==> src/rtl/uart_cmd_wrapper.sv <==
// Knight-side RemoteComm endpoint: UART RX assembles a 16-bit command,
// UART TX returns a response byte.
module uart_cmd_wrapper #(
    parameter int BAUD_DIV = 2604
) (
    input  logic        clk,
    input  logic        rst_n,
    input  logic        RX,
    output logic        TX,
    output logic [15:0] cmd,
    output logic        cmd_rdy,
    input  logic        clr_cmd_rdy,
    input  logic        trmt,
    input  logic [7:0]  resp,
    output logic        tx_done
);

    localparam int CW = $clog2(BAUD_DIV + 1);
    localparam logic [CW-1:0] BAUD_FULL = CW'(BAUD_DIV);
    localparam logic [CW-1:0] BAUD_HALF = CW'(BAUD_DIV / 2);
    localparam logic [CW-1:0] BAUD_ONE  = CW'(1);
    localparam logic [3:0]    LAST_BIT  = 4'd9;

    localparam logic [0:0] RX_IDLE = 1'b0;
    localparam logic [0:0] RX_RECV = 1'b1;
    localparam logic [0:0] WAIT_HI = 1'b0;
    localparam logic [0:0] WAIT_LO = 1'b1;
    localparam logic [0:0] TX_IDLE = 1'b0;
    localparam logic [0:0] TX_XMIT = 1'b1;

    logic          rx_m, rx_s, rx_d;
    logic [0:0]    rx_state;
    logic [CW-1:0] rx_baud;
    logic [3:0]    rx_bits;
    logic [7:0]    rx_byte;
    logic [0:0]    byte_st;
    logic [7:0]    hi_byte;
    logic [0:0]    tx_state;
    logic [CW-1:0] tx_baud;
    logic [3:0]    tx_bits;
    logic [9:0]    tx_shift;

    logic rx_fall, rx_start, rx_tick, rx_last;
    logic byte_rdy, frame_err, cmd_set, tx_tick;

    assign rx_fall   = rx_d & ~rx_s;
    assign rx_start  = (rx_state == RX_IDLE) && rx_fall;
    // Ticks on the last cycle of a bit period, so the count never wraps.
    assign rx_tick   = (rx_state == RX_RECV) && (rx_baud <= BAUD_ONE);
    assign rx_last   = (rx_bits == LAST_BIT);
    assign byte_rdy  = rx_tick && rx_last && rx_s;
    assign frame_err = rx_tick && rx_last && !rx_s;
    assign cmd_set   = byte_rdy && (byte_st == WAIT_LO);
    assign tx_tick   = (tx_state == TX_XMIT) && (tx_baud <= BAUD_ONE);
    assign TX        = tx_shift[0];

    // Two-flop synchronizer plus one delay flop for edge detection.
    always_ff @(posedge clk or negedge rst_n) begin
        if (!rst_n) begin
            {rx_d, rx_s, rx_m} <= 3'b111;
        end else begin
            {rx_d, rx_s, rx_m} <= {rx_s, rx_m, RX};
        end
    end

    // RX bit engine: mid-bit sampling of start, 8 data bits, stop.
    always_ff @(posedge clk or negedge rst_n) begin
        if (!rst_n) begin
            rx_state <= RX_IDLE;
            rx_baud  <= '0;
            rx_bits  <= '0;
            rx_byte  <= '0;
        end else begin
            unique case (rx_state)
                RX_IDLE: begin
                    if (rx_fall) begin
                        rx_state <= RX_RECV;
                        rx_baud  <= BAUD_HALF;
                        rx_bits  <= '0;
                    end
                end
                RX_RECV: begin
                    if (rx_tick) begin
                        rx_baud <= BAUD_FULL;
                        rx_bits <= rx_bits + 4'd1;
                        if (rx_bits == 4'd0 && rx_s) begin
                            rx_state <= RX_IDLE;
                        end else if (rx_last) begin
                            rx_state <= RX_IDLE;
                        end else if (rx_bits != 4'd0) begin
                            rx_byte <= {rx_s, rx_byte[7:1]};
                        end
                    end else begin
                        rx_baud <= rx_baud - BAUD_ONE;
                    end
                end
            endcase
        end
    end

    // Byte FSM: pairs bytes into cmd and runs the cmd_rdy handshake.
    always_ff @(posedge clk or negedge rst_n) begin
        if (!rst_n) begin
            byte_st <= WAIT_HI;
            hi_byte <= '0;
            cmd     <= '0;
            cmd_rdy <= 1'b0;
        end else begin
            if (frame_err) begin
                byte_st <= WAIT_HI;
            end else if (byte_rdy) begin
                unique case (byte_st)
                    WAIT_HI: begin
                        hi_byte <= rx_byte;
                        byte_st <= WAIT_LO;
                    end
                    WAIT_LO: begin
                        cmd     <= {hi_byte, rx_byte};
                        byte_st <= WAIT_HI;
                    end
                endcase
            end
            if (cmd_set) begin
                cmd_rdy <= 1'b1;
            end else if (clr_cmd_rdy
                         || (rx_start && byte_st == WAIT_HI)) begin
                cmd_rdy <= 1'b0;
            end
        end
    end

    // TX engine: shifts {stop, resp, start} out LSB first.
    always_ff @(posedge clk or negedge rst_n) begin
        if (!rst_n) begin
            tx_state <= TX_IDLE;
            tx_baud  <= '0;
            tx_bits  <= '0;
            tx_shift <= '1;
            tx_done  <= 1'b0;
        end else begin
            unique case (tx_state)
                TX_IDLE: begin
                    if (trmt) begin
                        tx_state <= TX_XMIT;
                        tx_shift <= {1'b1, resp, 1'b0};
                        tx_baud  <= BAUD_FULL;
                        tx_bits  <= '0;
                        tx_done  <= 1'b0;
                    end
                end
                TX_XMIT: begin
                    if (tx_tick) begin
                        tx_shift <= {1'b1, tx_shift[9:1]};
                        tx_baud  <= BAUD_FULL;
                        tx_bits  <= tx_bits + 4'd1;
                        if (tx_bits == LAST_BIT) begin
                            tx_state <= TX_IDLE;
                            tx_done  <= 1'b1;
                        end
                    end else begin
                        tx_baud <= tx_baud - BAUD_ONE;
                    end
                end
            endcase
        end
    end

endmodule

==> config.mk <==
export PLATFORM = sky130hd
export DESIGN_NAME = uart_cmd_wrapper
export DESIGN_NICKNAME = d
export VERILOG_FILES = /design/src/rtl/uart_cmd_wrapper.sv
export SDC_FILE = /design/constraint.sdc
export NUM_CORES = 1
export LEC_CHECK = 0
export CAP_MARGIN = 25
export CORE_MARGIN = 3
export CORE_UTILIZATION = 30
export DETAILED_ROUTE_END_ITERATION = 10
export PLACE_DENSITY = 0.53
export SLEW_MARGIN = 20
export SYNTH_ARGS = -nofsm -noshare
export SYNTH_HDL_FRONTEND = slang
export SYNTH_SLANG_ARGS = --single-unit
export TNS_END_PERCENT = 1
==> constraint.sdc <==
create_clock -name clk -period 3.03 [get_ports clk]
set_input_delay 0.4545 -clock clk [delete_from_list [all_inputs] [get_ports clk]]
set_output_delay 0.4545 -clock clk [all_outputs]
set_load 0.02 [all_outputs]
* Yosys cells after proc, flatten, opt, wreduce, memory -nomap -nowiden
Index checks and enable logic that the tools add are counted.
** Storage, ports and cells
- Input bits :: 13
- ROM bits :: 0
- Bits in registers :: 82
- Output and inout bits :: 19
- Bits in writable memories :: 0
- Memories :: 0
- Word-level logic and storage cells :: 91
- Latch bits :: 0
** Cells by class
- Equality and inequality tests :: 7
- Reductions and logical operators :: 21
- Multiplexer cells :: 33
- Bitwise gates (word level) :: 8
- Add/subtract/negate cells :: 4
- Divide/modulo/power cells :: 0
- Multiply operators :: 0
- Shift-type cells :: 0
- Order comparisons :: 2
** Operators by type and width (number)
- $mux 12 :: 4
- $pmux 12 s2 :: 2
- $le 12x1->1 const B :: 2
- $sub 12x1->12 const B :: 2
- $mux 10 :: 2
- $pmux 10 s2 :: 1
- $mux 4 :: 4
- $pmux 4 s2 :: 2
- $mux 1 :: 14
- $logic_and 1x1->1 :: 9
- $reduce_and 3->1 :: 3
- $add 4x1->4 const B :: 2
- $eq 4x4->1 const B :: 2
- $pmux 1 s2 :: 4
- $not 1->1 :: 7
- $ne 2x1->1 const B :: 3
- $reduce_and 5->1 :: 1
- $logic_not 4->1 :: 1
- $ne 2x2->1 const B :: 2
- $reduce_and 2->1 :: 2
- $reduce_bool 2->1 :: 2
- $reduce_bool 4->1 :: 1
- $and 1x1->1 :: 1
- $logic_not 1->1 :: 1
- $logic_or 1x1->1 :: 1

* Longest topological paths before layout
Gate-level depths: netlist of run 1.
- Word-level depth :: 7
- Depth in mapped cells :: 8

* Worst setup path before layout of run 1
OpenSTA, ideal clock, no wires.
- Path type :: register to register
- Start :: register rx_baud[7]
- End :: register rx_byte[0]
- Path slack :: 0.897 ns
- Arrival :: 2.008 ns
- Cell stages (with the launch flop) :: 6
- Data required time :: 2.905 ns
- Path through :: dfrtp_1 -> or4_4 -> or2_0 -> clkbuf_2 -> nor3_4 -> mux2_2
** Between the ends
- Cells in the longest elaborated chain, start to end :: 3
** RTL lines
- start: declaration :: line 33 : logic [CW-1:0] rx_baud;
- start signal: assignment :: line 94 : rx_baud <= rx_baud - BAUD_ONE;
- $le 12x1->1 :: line 49 : assign rx_tick = (rx_state == RX_RECV) && (rx_baud <= BAUD_ONE);
- $logic_and 1x1->1 :: line 49
- $reduce_and 5->1 (no source line)
- end signal: assignment :: line 91 : rx_byte <= {rx_s, rx_byte[7:1]};
- end: declaration :: line 35 : logic [7:0] rx_byte;
Every way passes these cells.
A chain may end at the register's enable or synchronous reset.

* Worst setup path in the final report of run 1
- Start :: register rx_baud[7]
- End :: register rx_byte[5]
Same word-level chain as after synthesis.

==> flow_summary.toml, run 1 <==
[critical_path]
worstPathRequired_ps = 3250
critPathMaxStageDelay_ps = 580
worstPathCellList = "or4_4 -> or2_0 -> nor3_4 -> mux2_2"
r2r_slack_ps = 690
crit_path_start_kind = "register"
end_kind = "register"
worstSetupPathType = "reg2reg"
worst-path-stages = 4
cpMaxStageDelayCell = "or4_4"
endpoint = "rx_byte[5]$_DFFE_PN0P_"
worstPathArrival_ps = 2560
worst_r2r_path_depth = 4
crit_fanout = 8
reg2reg_to = "rx_byte[5]$_DFFE_PN0P_"
critPathBufInv = 0
worstSetupStartpoint = "rx_baud[7]$_DFFE_PN0P_"
worst_path_dominant_cell_family = "simple AND/OR/NAND/NOR gates"
rr_startpoint = "rx_baud[7]$_DFFE_PN0P_"

[die]
design.core.area_mm2 = 0.0122
ios = 32
die_area_mm2 = 0.0141
die_y_um = 119
rows = 40
initial_core_util_pct = 31.3
die_w_um = 119

[sta]
slew_violations = 0
finClkSkew_ps = 4.37
relSlewSlack_pct = 48.2
setup_viol = 0
min_period_ps = 2340
fin_tns_setup_ps = 0
tightest_slew_ps = 772
hold_viol_final = 0
rsz0062_at_grt = "false"
finalCritPeriodShare_pct = 77.2
max_freq_mhz = 427

[finish]
fillers = 1230
layout-drive-gt1-share_pct = 25.2
layout.nets = 378
syn2layout_area_growth_pct = 21.1
diodes = 0
fin_cells = 529
multi_input_area_mm2 = 0.00167
regArea_mm2 = 0.00204

[synthesis]
synth-seq-cells = 81
syn_area_per_cell_um2 = 11.9
synth.cell_area_mm2 = 0.00382
async_flop_share_pct = 100
synthCells = 322
synthesis.nets = 344
synth_edf_count = 0
synthFlopType = "dfrtp_1"
synth-warning-count = 0
yosysSeqAreaShare_pct = 53.4
yosysUniqueCellTypes = 53

[global_route]
grt_pass1_wl_um = 12700
grt_max_degree = 56
grt_pass1_vias = 2526
gr-total-overflow = 0
grt_usage_pct = 10.9
antenna_found_initial = 0

[min_path]
hold_class = "in2async"

[clock_network]
cts-root-buf = "clkbuf_16"
clk_pin_slew_ps = 60
tritoncts = "built"
postCtsHoldBufs = 0
cts.sinks = 81
cts_buffers = 9
postCtsSetupRepairBufs = 0
cts_resized = 0
clockBufferDepth = 2
htree_levels = 3
clock_latency_ps = 330

[detailed_routing]
first_pass_iters = 4
drc = 0
routed_wl_um = 7230
final_antenna_net_count = 0
via_per_inst = 4.88
num_vias = 2580
wl_per_cell_um = 13.7
drt_iter0_drc = 132

[pwr]
switching_share_pct = 30.9
p_clk_share_pct = 34.2
leakage_nw = 2.03
vdd_ir_drop_max_mv = 0.258
p_comb_share_pct = 19.7
internal-power_mw = 2.23
p_per_area_mw_per_mm2 = 698
p_seq_share_pct = 46.1
switchingPower_mw = 1.00

[placement]
io_buffers = 31
place_inst = 513
hpwlAfterDp_um = 4850
place_congestion = 0.759

[status]
status = "complete, no violations"

[run]
drv_cap = 0
## cells in the final DEF (no fill, tap or decap), types with 4 or more instances in the layout
cell | Yosys | layout
dfrtp_1 | 69 | 69
a21oi_1 | 7 | 7
nand2b_1 | 7 | 7
inv_1 | 12 | 12
o21ai_0 | 19 | 19
nor4_1 | 6 | 6
or3_1 | 6 | 6
mux2_2 | 43 | 43
nor2_1 | 11 | 11
ha_1 | 9 | 9
mux2_4 | 4 | 4
dfstp_2 | 12 | 12
nor3_1 | 8 | 8
buf_4 | 2 | 4
clkdlybuf4s50_1 | 0 | 30
xor2_1 | 6 | 6
or2_2 | 6 | 6
clkbuf_16 | 0 | 9
o31ai_1 | 5 | 5
nand2_1 | 20 | 20
or4_1 | 4 | 4
nand3_1 | 11 | 11
## worst min path at each step
stage,slack [ps],depth (start not counted),end
after CTS,40,1,rx_baud[5]$_DFFE_PN0P_
after global placement,350,0,rx_s$_DFF_PN1_
after floorplan,160,0,byte_st$_DFFE_PN0P_
after global routing,50,1,rx_baud[5]$_DFFE_PN0P_
final,40,1,rx_baud[5]$_DFFE_PN0P_
after detailed placement,350,0,rx_s$_DFF_PN1_
## Yosys cell counts, types with 2 or more instances
cell,n,area (µm²)
a221o_1,2,20.0
nand3b_1,2,15.0
buf_4,2,15.0
or3_1,6,37.5
o41ai_1,3,26.3
inv_1,12,45.0
or2_2,6,37.5
clkbuf_1,5,18.8
mux2i_1,3,30.0
o211ai_1,3,22.5
buf_2,3,15.0
nand2b_1,7,43.8
or4_1,4,30.0
a31oi_1,2,12.5
dfstp_2,12,315
mux2_4,4,60.1
nor2b_1,2,12.5
a21o_1,2,15.0
nor4_1,6,37.5
nor3_1,8,40.0
a21oi_1,7,35.0
nand3_1,11,55.1
a32o_1,3,30.0
mux2_2,43,484
nor2_1,11,41.3
o31ai_1,5,37.5
nand2_1,20,75.1
xnor2_1,3,26.3
xor2_1,6,52.6
or4_4,2,22.5
o21ai_0,19,95.1
ha_1,9,113
dfrtp_1,69,1730
## kinds of logic after synthesis
group,share of synthesized area (%)
buf+inv,2.98
simple gates,13.8
mux,15.0
fa+ha+maj,2.95
compound gates,9.72
xor+xnor,2.06
flops,53.4
## flip-flops by register name, indices dropped and copies added, names as in the netlist
signal / count
cmd: 16
rx_baud: 12
tx_baud: 12
tx_shift: 9
hi_byte: 8
rx_byte: 8
rx_bits: 4
tx_bits: 4
byte_st: 1
cmd_rdy: 1
rx_d: 1
rx_m: 1
rx_s: 1
rx_state: 1
tx_done: 1
tx_state: 1
## power by group through the flow
stage / logic, mW / registers, mW / clock network (mW)
after floorplan: 0.506 / 1.45 / 0
after global placement: 0.620 / 1.49 / 0
after detailed placement: 0.640 / 1.50 / 0
after CTS: 0.645 / 1.49 / 1.14
after global routing: 0.728 / 1.52 / 1.18
final: 0.635 / 1.49 / 1.11
## stage by stage
stage | area, µm² | power [mW] | hold slack [ps] | worst slack [ps] | utilization [%]
detailed placement | 4330 | 2.14 | 347 | 695 | 35.4
finish | 4630 | 3.23 | 36.1 | 690 | 37.9
CTS | 4630 | 3.27 | 44.9 | 676 | 37.9
floorplan | 3820 | 1.96 | 159 | 897 | -
global route | 4630 | 3.43 | 54.9 | 433 | 37.9
global placement | 4300 | 2.11 | 347 | 739 | 35.2
## routing by layer
layer / GRT usage (%) / wire (µm) / vias up / share of wire, %
met2: 16.2 / 3260 / 40 / 45
met4: 3.40 / 74 / 0 / 1.0
met5: 0 / 0 / - / 0
met1: 15.4 / 3610 / 1295 / 50
met3: 3.04 / 285 / 7 / 3.9
li1: - / - / 1238 / -
## layout make-up
class / count / area share [%]
inverters: 13 / 1.05
flip-flops and latches: 81 / 44.1
well taps: 168 / 4.54
clock inverters: 7 / 1.73
multi-input cells: 216 / 36.0
repair buffers: 35 / 7.73
clock buffers: 9 / 4.86
Power figures use the tool's default switching activity.
==> inputs of run 2 (changes only) <==
- clock period: 3.03 -> 2.17 ns (I/O delays scaled with it)
==> run 2 against run 1 <==
Effect of this change:
- critical path depth rose by 1
- total power rose by 41%
- cell count rose by 4.9%
- global-route usage rose by 0.37 points
- clock-buffer cell count did not move
- clock power rose by 25%
- first-iteration DRC count fell by 33%
- critical path type unchanged
- largest cell class unchanged
==> flow_summary.toml, run 2 (synthesized netlist as in run 1, its figures left out) <==
[min_path]
hold_class = "reg2reg"
hold_start = "rx_m$_DFF_PN1_"
hold_depth = 0
hold_end = "rx_s$_DFF_PN1_"

[finish]
syn2layout_area_growth_pct = 26.1
multi_input_area_mm2 = 0.00168
layout-drive-gt1-share_pct = 30.5
layout_common_cells = "dfrtp_1, mux2_2, clkdlybuf4s50_1, buf_4, nand2_1"
layout_commonest_cell = "dfrtp_1"
max_flop_register = "cmd"
regArea_mm2 = 0.00204
fillers = 1198
diodes = 0
top_regs = "cmd: 16 flops, rx_baud: 12 flops, tx_baud: 12 flops"
largest_reg_flops = 16
layout.nets = 404
fin_util_pct = 39.5

[sta]
slew_violations = 0
fin_tns_setup_ps = 0
relSlewSlack_pct = 59.0
min_period_ps = 2070
worst_slack_ps = 97.2
finClkSkew_ps = 10.0
finalCritPeriodShare_pct = 95.5
setup_viol = 0
fin_hold_ws_ps = 357
max_freq_mhz = 482
rsz0062_at_grt = "false"
tightest_slew_ps = 613
hold_viol_final = 0

[detailed_routing]
num_vias = 2640
wl_per_cell_um = 13.5
via_per_inst = 4.76
drc = 0
final_antenna_net_count = 0
routed_wl_um = 7470
drt_iter0_drc = 89
first_pass_iters = 4

[clock_network]
tritoncts = "built"
cts.sinks = 81
cts-root-buf = "clkbuf_16"
clockBufferDepth = 2
cts_buffers = 9
clk_pin_slew_ps = 60
clock_latency_ps = 330
htree_levels = 3

[placement]
io_buffers = 31
dp_slack_ps = -6.10
place_congestion = 0.817
hpwlAfterDp_um = 5370

[critical_path]
reg2reg_to = "rx_byte[3]$_DFFE_PN0P_"
worstPathRequired_ps = 2380
worstPathArrival_ps = 2290
worst_r2r_path_depth = 5
crit_path_start_kind = "register"
crit_fanout = 6
worstPathCellList = "or4_4 -> or2_1 -> nor3_4 -> buf_4 -> mux2_2"
r2r_slack_ps = 100
critPathMaxStageDelay_ps = 580
worstSetupStartpoint = "rx_baud[7]$_DFFE_PN0P_"
end_kind = "register"
cpMaxStageDelayCell = "or4_4"
rr_startpoint = "rx_baud[7]$_DFFE_PN0P_"
worstSetupPathType = "reg2reg"

[status]
status = "complete, no violations"

[global_route]
gr-usage-met2_pct = 17.9
gr-total-overflow = 0
met3_usage_pct = 3.32
grt_pass1_vias = 2708
busiest_layer = "met2"
grt_pass1_wl_um = 13100
grt_max_degree = 37
grt_usage_pct = 11.2
use_met1_pct = 15.0
antenna_found_initial = 0

[pwr]
leakage_nw = 2.14
p_per_area_mw_per_mm2 = 943
vdd_ir_drop_max_mv = 0.436
power.total_mw = 4.55

[run]
drv_cap = 0

[die]
rows = 40
initial_core_util_pct = 31.3
ios = 32
die_y_um = 119
die_area_mm2 = 0.0141
die_w_um = 119
design.core.area_mm2 = 0.0122
## run 2: cell types whose count changed in the layout (fill, tap and decap cells not counted)
cell and delta:
or2_1 +1, or2_0 -1, nor3_2 +1, buf_4 +24, nor4_1 -1, buf_16 -1
bufinv_16 -1, buf_12 +2, dlygate4sd3_1 +1, nor3_1 -1, nor4_2 +1, clkinv_2 +1
## run 2: worst max-delay path by stage
stage,end,cells after the start
finish,rx_byte[3]$_DFFE_PN0P_,5
global route,rx_baud[10]$_DFFE_PN0P_,5
CTS,rx_baud[10]$_DFFE_PN0P_,5
detailed placement,rx_byte[3]$_DFFE_PN0P_,4
global placement,rx_byte[5]$_DFFE_PN0P_,4
floorplan,rx_byte[0]$_DFFE_PN0P_,5
## run 2: final cells by class
type | count | share of cell area, %
flip-flops and latches | 81 | 42.4
inverters | 13 | 1.01
multi-input cells | 216 | 34.8
clock buffers | 9 | 4.67
repair buffers | 61 | 11.6
well taps | 168 | 4.36
clock inverters | 7 | 1.14
## run 2: metal layers
| metal | wire length [µm] | share of wire, % |
|---|---|---|
| met5 | 0 | 0 |
| met4 | 51 | 0.68 |
| met3 | 306 | 4.1 |
| met2 | 3500 | 47 |
| met1 | 3610 | 48 |
## run 2: critical path, delay by kind of cell, from the launching register on
family,cells,cell delay [ps]
and+or+nand+nor,3,1080
DFF,1,370
muxes,1,330
buffers and inverters,1,180
## run 2: through the flow
stage / instances / cell area [µm²]
after floorplan: 322 / 3820
after global placement: 536 / 4500
after detailed placement: 536 / 4500
after CTS: 555 / 4810
after global routing: 555 / 4820
final: 555 / 4820
## run 2: what timing repair did
item / in CTS / in global routing
pin swaps: 1 / 0
setup endpoints to repair: 8 / 21
hold buffers: 1 / 0
resized for setup: 0 / 3
buffers inserted: 2 / 0
hold endpoints to repair: 19 / 0
## run 2: where the power goes
| part | leakage [nW] | total [mW] | switching, mW | internal [mW] |
|---|---|---|---|---|
| registers | 1.03 | 2.01 | 0.223 | 1.79 |
| logic | 0.984 | 1.14 | 0.572 | 0.573 |
| clock network | 0.132 | 1.39 | 0.611 | 0.782 |
| total | 2.14 | 4.55 | 1.41 | 3.14 |
